[src/rtl/noc_output_arbiter.sv]
// rtl/noc_output_arbiter.sv - wormhole round-robin arbiter sharing one output link between E/S/W/L input FIFOs
// A packet locks the grant from its head flit until its tail (or single) flit transfers downstream.
module noc_output_arbiter #(
  parameter int DATASIZE = 40,
  parameter int WIDTH    = 3
) (
  input  logic                fifo_clk,
  input  logic                rst_n,

  input  logic                E_valid_in,
  input  logic                S_valid_in,
  input  logic                W_valid_in,
  input  logic                L_valid_in,

  input  logic [DATASIZE-1:0] E_data_in,
  input  logic [DATASIZE-1:0] S_data_in,
  input  logic [DATASIZE-1:0] W_data_in,
  input  logic [DATASIZE-1:0] L_data_in,

  input  logic                E_req_in,
  input  logic                S_req_in,
  input  logic                W_req_in,
  input  logic                L_req_in,

  input  logic [WIDTH:0]      E_pressure_in,
  input  logic [WIDTH:0]      S_pressure_in,
  input  logic [WIDTH:0]      W_pressure_in,
  input  logic [WIDTH:0]      L_pressure_in,

  output logic                fifo_ready_E,
  output logic                fifo_ready_S,
  output logic                fifo_ready_W,
  output logic                fifo_ready_L,

  output logic [DATASIZE-1:0] out_data,
  output logic                out_valid,
  input  logic                out_full_in,

  output logic [3:0]          grant_out,
  output logic [WIDTH:0]      pressure_sel,
  output logic                busy,
  output logic                proto_err
);

  typedef enum logic {
    IDLE   = 1'b0,
    LOCKED = 1'b1
  } state_t;

  state_t              state;
  logic [3:0]          grant;
  logic [1:0]          g_idx;
  logic [1:0]          rr_ptr;
  logic                first_flit;

  logic [3:0]          valid_v;
  logic [3:0]          route_v;
  logic [3:0]          starts_v;
  logic [3:0]          req_v;
  logic [3:0]          bad_req_v;
  logic [DATASIZE-1:0] data_a  [4];
  logic [WIDTH:0]      press_a [4];

  assign valid_v = {L_valid_in, W_valid_in, S_valid_in, E_valid_in};
  assign route_v = {L_req_in, W_req_in, S_req_in, E_req_in};

  assign data_a[0] = E_data_in;
  assign data_a[1] = S_data_in;
  assign data_a[2] = W_data_in;
  assign data_a[3] = L_data_in;

  assign press_a[0] = E_pressure_in;
  assign press_a[1] = S_pressure_in;
  assign press_a[2] = W_pressure_in;
  assign press_a[3] = L_pressure_in;

  // Type bit DATASIZE-2 is set exactly for HEAD (01) and SINGLE (11): the packet-opening flits.
  always_comb begin
    for (int i = 0; i < 4; i++) begin
      starts_v[i] = data_a[i][DATASIZE-2];
    end
  end

  assign req_v     = valid_v & route_v & starts_v;
  assign bad_req_v = valid_v & route_v & ~starts_v;

  logic       any_req;
  logic [1:0] pick;
  logic [1:0] scan_idx;
  logic       found;

  always_comb begin
    pick     = rr_ptr;
    scan_idx = rr_ptr;
    found    = 1'b0;
    any_req  = |req_v;
    for (int k = 0; k < 4; k++) begin
      scan_idx = rr_ptr + 2'(k);
      if (!found && req_v[scan_idx]) begin
        found = 1'b1;
        pick  = scan_idx;
      end
    end
  end

  logic                locked;
  logic                g_valid;
  logic [DATASIZE-1:0] g_data;
  logic                g_starts;
  logic                g_ends;
  logic                pop;

  assign locked   = (state == LOCKED);
  assign g_valid  = valid_v[g_idx];
  assign g_data   = data_a[g_idx];
  assign g_starts = g_data[DATASIZE-2];
  // TAIL (10) and SINGLE (11) both close the packet.
  assign g_ends   = g_data[DATASIZE-1];
  assign pop      = locked & g_valid & ~out_full_in;

  assign out_valid    = locked & g_valid;
  assign out_data     = locked ? g_data : '0;
  assign pressure_sel = locked ? press_a[g_idx] : '0;

  assign fifo_ready_E = pop & grant[0];
  assign fifo_ready_S = pop & grant[1];
  assign fifo_ready_W = pop & grant[2];
  assign fifo_ready_L = pop & grant[3];

  assign grant_out = grant;

  always_ff @(posedge fifo_clk or negedge rst_n) begin
    if (!rst_n) begin
      state      <= IDLE;
      grant      <= 4'b0000;
      g_idx      <= 2'd0;
      rr_ptr     <= 2'd0;
      first_flit <= 1'b0;
      busy       <= 1'b0;
      proto_err  <= 1'b0;
    end else begin
      case (state)
        IDLE: begin
          if (|bad_req_v) begin
            proto_err <= 1'b1;
          end
          if (any_req) begin
            state      <= LOCKED;
            grant      <= 4'b0001 << pick;
            g_idx      <= pick;
            first_flit <= 1'b1;
            busy       <= 1'b1;
          end
        end
        LOCKED: begin
          // A packet-opening flit after the first one means the source lost a tail.
          if (g_valid && !first_flit && g_starts) begin
            proto_err <= 1'b1;
          end
          if (pop) begin
            first_flit <= 1'b0;
          end
          if (pop && g_ends) begin
            state  <= IDLE;
            grant  <= 4'b0000;
            busy   <= 1'b0;
            rr_ptr <= g_idx + 2'd1;
          end
        end
        default: begin
          state <= IDLE;
          grant <= 4'b0000;
          busy  <= 1'b0;
        end
      endcase
    end
  end

endmodule

[config.mk]
export PLATFORM = sky130hd
export DESIGN_NAME = noc_output_arbiter
export DESIGN_NICKNAME = d
export VERILOG_FILES = /design/src/rtl/noc_output_arbiter.sv
export SDC_FILE = /design/constraint.sdc
export NUM_CORES = 1
export LEC_CHECK = 0
export CAP_MARGIN = 10
export CORE_AREA = 5 5 90 92
export DETAILED_ROUTE_END_ITERATION = 10
export DIE_AREA = 0 0 95 97
export GPL_TIMING_DRIVEN = 0
export PLACE_DENSITY_LB_ADDON = 0.08
export SLEW_MARGIN = 20
export SYNTH_ARGS = -nofsm -noshare
export SYNTH_HDL_FRONTEND = slang
export SYNTH_SLANG_ARGS = --single-unit
[constraint.sdc]
create_clock -name fifo_clk -period 4.6 [get_ports fifo_clk]
set_input_delay 0.92 -clock fifo_clk [delete_from_list [all_inputs] [get_ports fifo_clk]]
set_output_delay 0.92 -clock fifo_clk [all_outputs]
set_load 0.1 [all_outputs]
### Yosys cells after proc, flatten, opt, wreduce, memory -nomap -nowiden

Index checks and enable logic that the tools add are counted.

* bits in registers: 12
* logic and storage cells: 91
* bits of input ports: 187

* add/sub/neg operators: 4
* shift-type cells: 1
* muxes and demuxes: 38
* magnitude comparators: 6
* eq/ne operators: 5
* reduce and logical (&&, ||, !) cells: 17
* bitwise gates (word level): 13

Operators by type and width (number)
* $mux W40: 3
* $bmux W40 S2: 1
* $mux W4: 5
* $lt A2 B3 Y1 const B: 5
* $mux W1: 15
* $and A4 B4 Y4: 3
* $bmux W1 S2: 5
* $reduce_and A2 Y1: 5
* $bmux W4 S2: 1
* $pmux W1 S2: 4
* $pmux W4 S2: 1
* $reduce_or A4 Y1: 2
* $and A1 B1 Y1: 6
* $logic_and A1 B1 Y1: 6
* $mux W2: 3
* $ne A2 B1 Y1 const B: 3
* $add A2 B1 Y2 const B: 2
* $add A2 B2 Y2 const B: 2
* $logic_not A1 Y1: 4
* $ne A2 B2 Y1 const B: 2
* $not A4 Y4: 1
* $shl A1 B2 Y4 const A: 1
* $ge A3 B3 Y1 const B: 1
* $not A2 Y3: 1
* $not A1 Y1: 2

### Longest topological paths before layout

* depth after elaboration: 17
* depth in mapped cells: 5

### Least setup slack after synthesis

Ideal clock, no wire load.

* kind: in2out
* start point: input S_data_in[39]
* end point: output out_data[39]
* stages: 2
* required time: 3.680 ns
* arrival: 1.984 ns
* path buffers: 0
* path slack: 1.696 ns
* path through: mux4_1 and2_1

* word-level cells in the longest chain between the ends: 4

RTL lines
* from (decl): RTL line 16 `input logic [DATASIZE-1:0] S_data_in,`
* $bmux W40 S2: RTL line 115 `assign g_data = data_a[g_idx];`
* $mux W40 (not written as such) (2 in series): RTL line 115
* $mux W40: RTL line 122 `assign out_data = locked ? g_data : '0;`
* to (decl): RTL line 35 `output logic [DATASIZE-1:0] out_data,`

Every way passes these cells. The select of a mux whose other input is x is not followed.

### Worst setup path after layout

* start point: input W_valid_in
* end point: output fifo_ready_E

* word-level cells in the longest chain between the ends: 5

RTL lines
* from (decl): RTL line 12 `input logic W_valid_in,`
* $bmux W1 S2: RTL line 114 `assign g_valid = valid_v[g_idx];`
* $mux W1 (not written as such): RTL line 114
* $and A1 B1 Y1 (2 in series): RTL line 119 `assign pop = locked & g_valid & ~out_full_in;`
* $and A1 B1 Y1: RTL line 125 `assign fifo_ready_E = pop & grant[0];`
* to (decl): RTL line 30 `output logic fifo_ready_E,`

Every way passes these cells. The select of a mux whose other input is x is not followed.

==> results.toml <==
[yosys]
synth_top_flop_cell = "sky130_fd_sc_hd__dfrtp_1"
synthesis.area_mm2 = 0.00208
ys_seq_area_share_pct = 14.5
synth_top_cell_area_share_pct = 47.7
asyncSetResetFlopFracSynth_pct = 100
synthDominantAreaCellType = "sky130_fd_sc_hd__mux4_2"
synth.yosys.warnings = 0
synth_cells = 176
synth_seq_cells = 12
per_instance_average_area_after_synthesis_um2 = 11.8
synth.top_cells.by_area = "sky130_fd_sc_hd__mux4_2 48%, sky130_fd_sc_hd__dfrtp_1 14%, sky130_fd_sc_hd__and2_1 13%, sky130_fd_sc_hd__buf_6 3.3%, sky130_fd_sc_hd__nand2_1 2.4%"
mappedNetlistNets = 363
synthDistinctLibCells = 30
synth_edf_count = 0

[finish]
area_growth_pct = 125
insertedDiodeCount = 0
post_route_cells_drive_above_1_share_pct = 15.7
postLayoutCellArea_mm2 = 0.00467
num-nets-final = 609
fillerInstances = 614
sequential_cell_area_um2 = 300
multiInputGateArea_mm2 = 0.00166

[routing]
detail_route.iter0.violations = 44
detailedRoute.firstPassIterationCount = 4
average_via_count_per_standard_cell = 4.90
detail_route.drc_violations = 0
drt.antenna.violating_nets = 0
post_drt_wl_per_cell_um = 22.2
route.final.wire_length_um = 11600
routed-via-count = 2547

[placed_design]
dp_hpwl_um = 10100
placed_area_mm2 = 0.00461
portBuffers = 241
globalplace.congestion = 0.823

[timing]
maxSlewViolCount = 0
setup_repair_after_global_routing_missed_its_margin = "no"
tns_ns = 0
report.final.setup_viol = 0
fin_crit_sh_pct = 91.7
max_slew.worst_pin.slew_ns = 1.05
fmax_mhz = 237
hold_violations = 0
timing.max_slew.rel_slack_pct = 29.7
post-route-min-period_ns = 4.22
final.setup_skew_ns = 0.00346

[hold_path]
whs_path_depth = 1
min_path_type = "flip-flop to flip-flop"

[clocking]
cts.path.max_buffers = 2
clockRootBuffer = "sky130_fd_sc_hd__clkbuf_8"
cts_inserted_buffers = 3
cts_tree = "yes"
worstSkewPairLatency_ns = 0.24
htree_levels = 1
holdBufCountCts = 0
post_cts_resize_count = 0
cts_setup_buffers = 0
cts.reportedPaths.clkPinSlew_ns = 0.05
cts_num_sinks = 12

[power_and_ir_drop]
power.density_mw_per_mm2 = 834
power_leakage_uw = 0.00173
peak_supply_drop_v = 0.000579

[setup_path]
register_to_register_path_depth = 5
worstPathArrival_ns = 3.30
timing_worst_setup_path_type = "input port to output port"
crit_path_max_fanout = 6
reg2reg_from = "rr_ptr[1]"
crit_end = "fifo_ready_E"
crit_path_max_incr_delay_ns = 0.96
required_ns = 3.68
r2r_end = "grant_out[3]"
reg2reg_slack_ns = 2.94
cp-start-kind = "input port"
worstPathCellList = "clkdlybuf4s50_1 -> mux4_2 -> and3b_4 -> and2_2 -> clkdlybuf4s50_1"
slowest_stage = "sky130_fd_sc_hd__clkdlybuf4s50_1"
cpMostUsedCell = "sky130_fd_sc_hd__clkdlybuf4s50_1"
worstSetupStartpoint = "W_valid_in"
crit_path_end_kind = "output port"

[global_route]
gr-max-usage-layer = "met2"
globalRoute.totalOverflow = 0
globalRouteMet2Util_pct = 45.9
groute.usage.overall_pct = 23.6
grt_start_max_net_pins = 13
number_of_antenna_violations_at_the_first_check_in_global_routing = 0
grt_first_pass_wirelength_um = 16700
grt.met3_usage_pct = 4.42
globalRouteMet1Util_pct = 26.7
grt_pass1_vias = 2711

[status]
status = "complete, no violations"

[floorplan]
floorplan.core_area_mm2 = 0.00714
floorplan.die_area_mm2 = 0.00922
initial_utilization_pct = 29.1
rows = 31
chipWidth_um = 95
io_pins = 242
die_height_um = 97

[job]
max_cap_violations = 0
==> placed cells by master (no fill, tap or decap) <==
master and instances:
sky130_fd_sc_hd__o311a_1 1, sky130_fd_sc_hd__mux4_1 1, sky130_fd_sc_hd__or3_1 1, sky130_fd_sc_hd__o22ai_1 3, sky130_fd_sc_hd__nand2_1 13, sky130_fd_sc_hd__a21o_1 2, sky130_fd_sc_hd__clkdlybuf4s50_1 241, sky130_fd_sc_hd__nor2_1 2
sky130_fd_sc_hd__and3b_4 1, sky130_fd_sc_hd__and4b_1 1, sky130_fd_sc_hd__and3_1 2, sky130_fd_sc_hd__inv_1 1, sky130_fd_sc_hd__a21oi_1 2, sky130_fd_sc_hd__o211ai_1 1, sky130_fd_sc_hd__o211a_1 2, sky130_fd_sc_hd__o21ai_0 8
sky130_fd_sc_hd__buf_6 6, sky130_fd_sc_hd__and2_2 5, sky130_fd_sc_hd__buf_2 1, sky130_fd_sc_hd__a41o_1 1, sky130_fd_sc_hd__dfrtp_1 12, sky130_fd_sc_hd__nand2b_1 1, sky130_fd_sc_hd__nand3_1 7, sky130_fd_sc_hd__a211oi_2 1
sky130_fd_sc_hd__clkbuf_1 8, sky130_fd_sc_hd__nand2_4 1, sky130_fd_sc_hd__and2_1 44, sky130_fd_sc_hd__mux4_2 44, sky130_fd_sc_hd__clkbuf_8 5, sky130_fd_sc_hd__xnor2_1 1, sky130_fd_sc_hd__a32o_2 2
==> through the flow <==
step,hold slack (ns),worst slack [ns],power [uW],instances,utilization [%]
after detailed placement,0.443,0.384,3790,516,64.6
final,0.452,0.384,3890,520,65.4
after floorplan,0.505,1.70,2940,176,-
after global routing,0.492,0.312,4030,520,65.4
after CTS,0.455,0.379,3920,520,65.4
after global placement,0.442,0.388,3780,516,64.6
==> how the worst min path moves through the flow <==
stage | slack [ns] | start | to
6_report | 0.45 | proto_err | proto_err
3_3_place_gp | 0.44 | proto_err | proto_err
2_1_floorplan | 0.50 | first_flit | first_flit
4_1_cts | 0.45 | proto_err | proto_err
5_1_grt | 0.49 | proto_err | proto_err
3_5_place_dp | 0.44 | proto_err | proto_err
==> sequential cells by signal (all words and copies together) (netlist names) <==
name        flops
busy            1
first_flit      1
g_idx           2
grant_out       4
locked          1
proto_err       1
rr_ptr          2
==> area by class of cell <==
type,instances,share of cell area [%]
Sequential cell,12,6.43
Inverter,1,0.0804
Clock buffer,4,1.18
Multi-Input combinational cell,147,35.5
Timing Repair Buffer,241,51.7
Tap cell,99,2.65
Buffer,16,2.49
==> metal layers <==
layer  wire length (um)  vias to the layer above
li1                   -                     1191
met5                  0                        -
met2               6420                      109
met3                863                       10
met4                 97                        0
met1               4180                     1237
==> critical path, delay by kind of cell <==
kind / cells / cell delay (ns)
buffers and inverters: 2 / 1.44
muxes: 1 / 0.51
and+or+nand+nor: 2 / 0.42
==> synth_stat cells (all sizes together), types with 3 or more instances <==
master and number:
dfrtp 12, nand2 14, o21ai 8, buf 7
clkbuf 9, nand3 7, and2 49, o22ai 3
mux4 45
==> report_power, final <==
group          total, uW  leakage (uW)  switching, uW  internal, uW
sequential           201      0.000146           49.5           151
combinational       3580       0.00155           2460          1110
clock                116     0.0000288           40.0          75.6
total               3890       0.00173           2550          1340
==> kinds of logic (layout without fill, tap and decap cells) <==
family	Yosys count	after routing	share of synthesized area [%]
XOR/XNOR	1	1	0.422
flip-flops	12	12	14.5
AND/OR/NAND/NOR	78	78	22.3
AO/OA/AOI/OAI	23	23	8.02
buffers and inverters	17	262	5.79
multiplexers	45	45	49.0
Power figures use the tool's default switching activity.
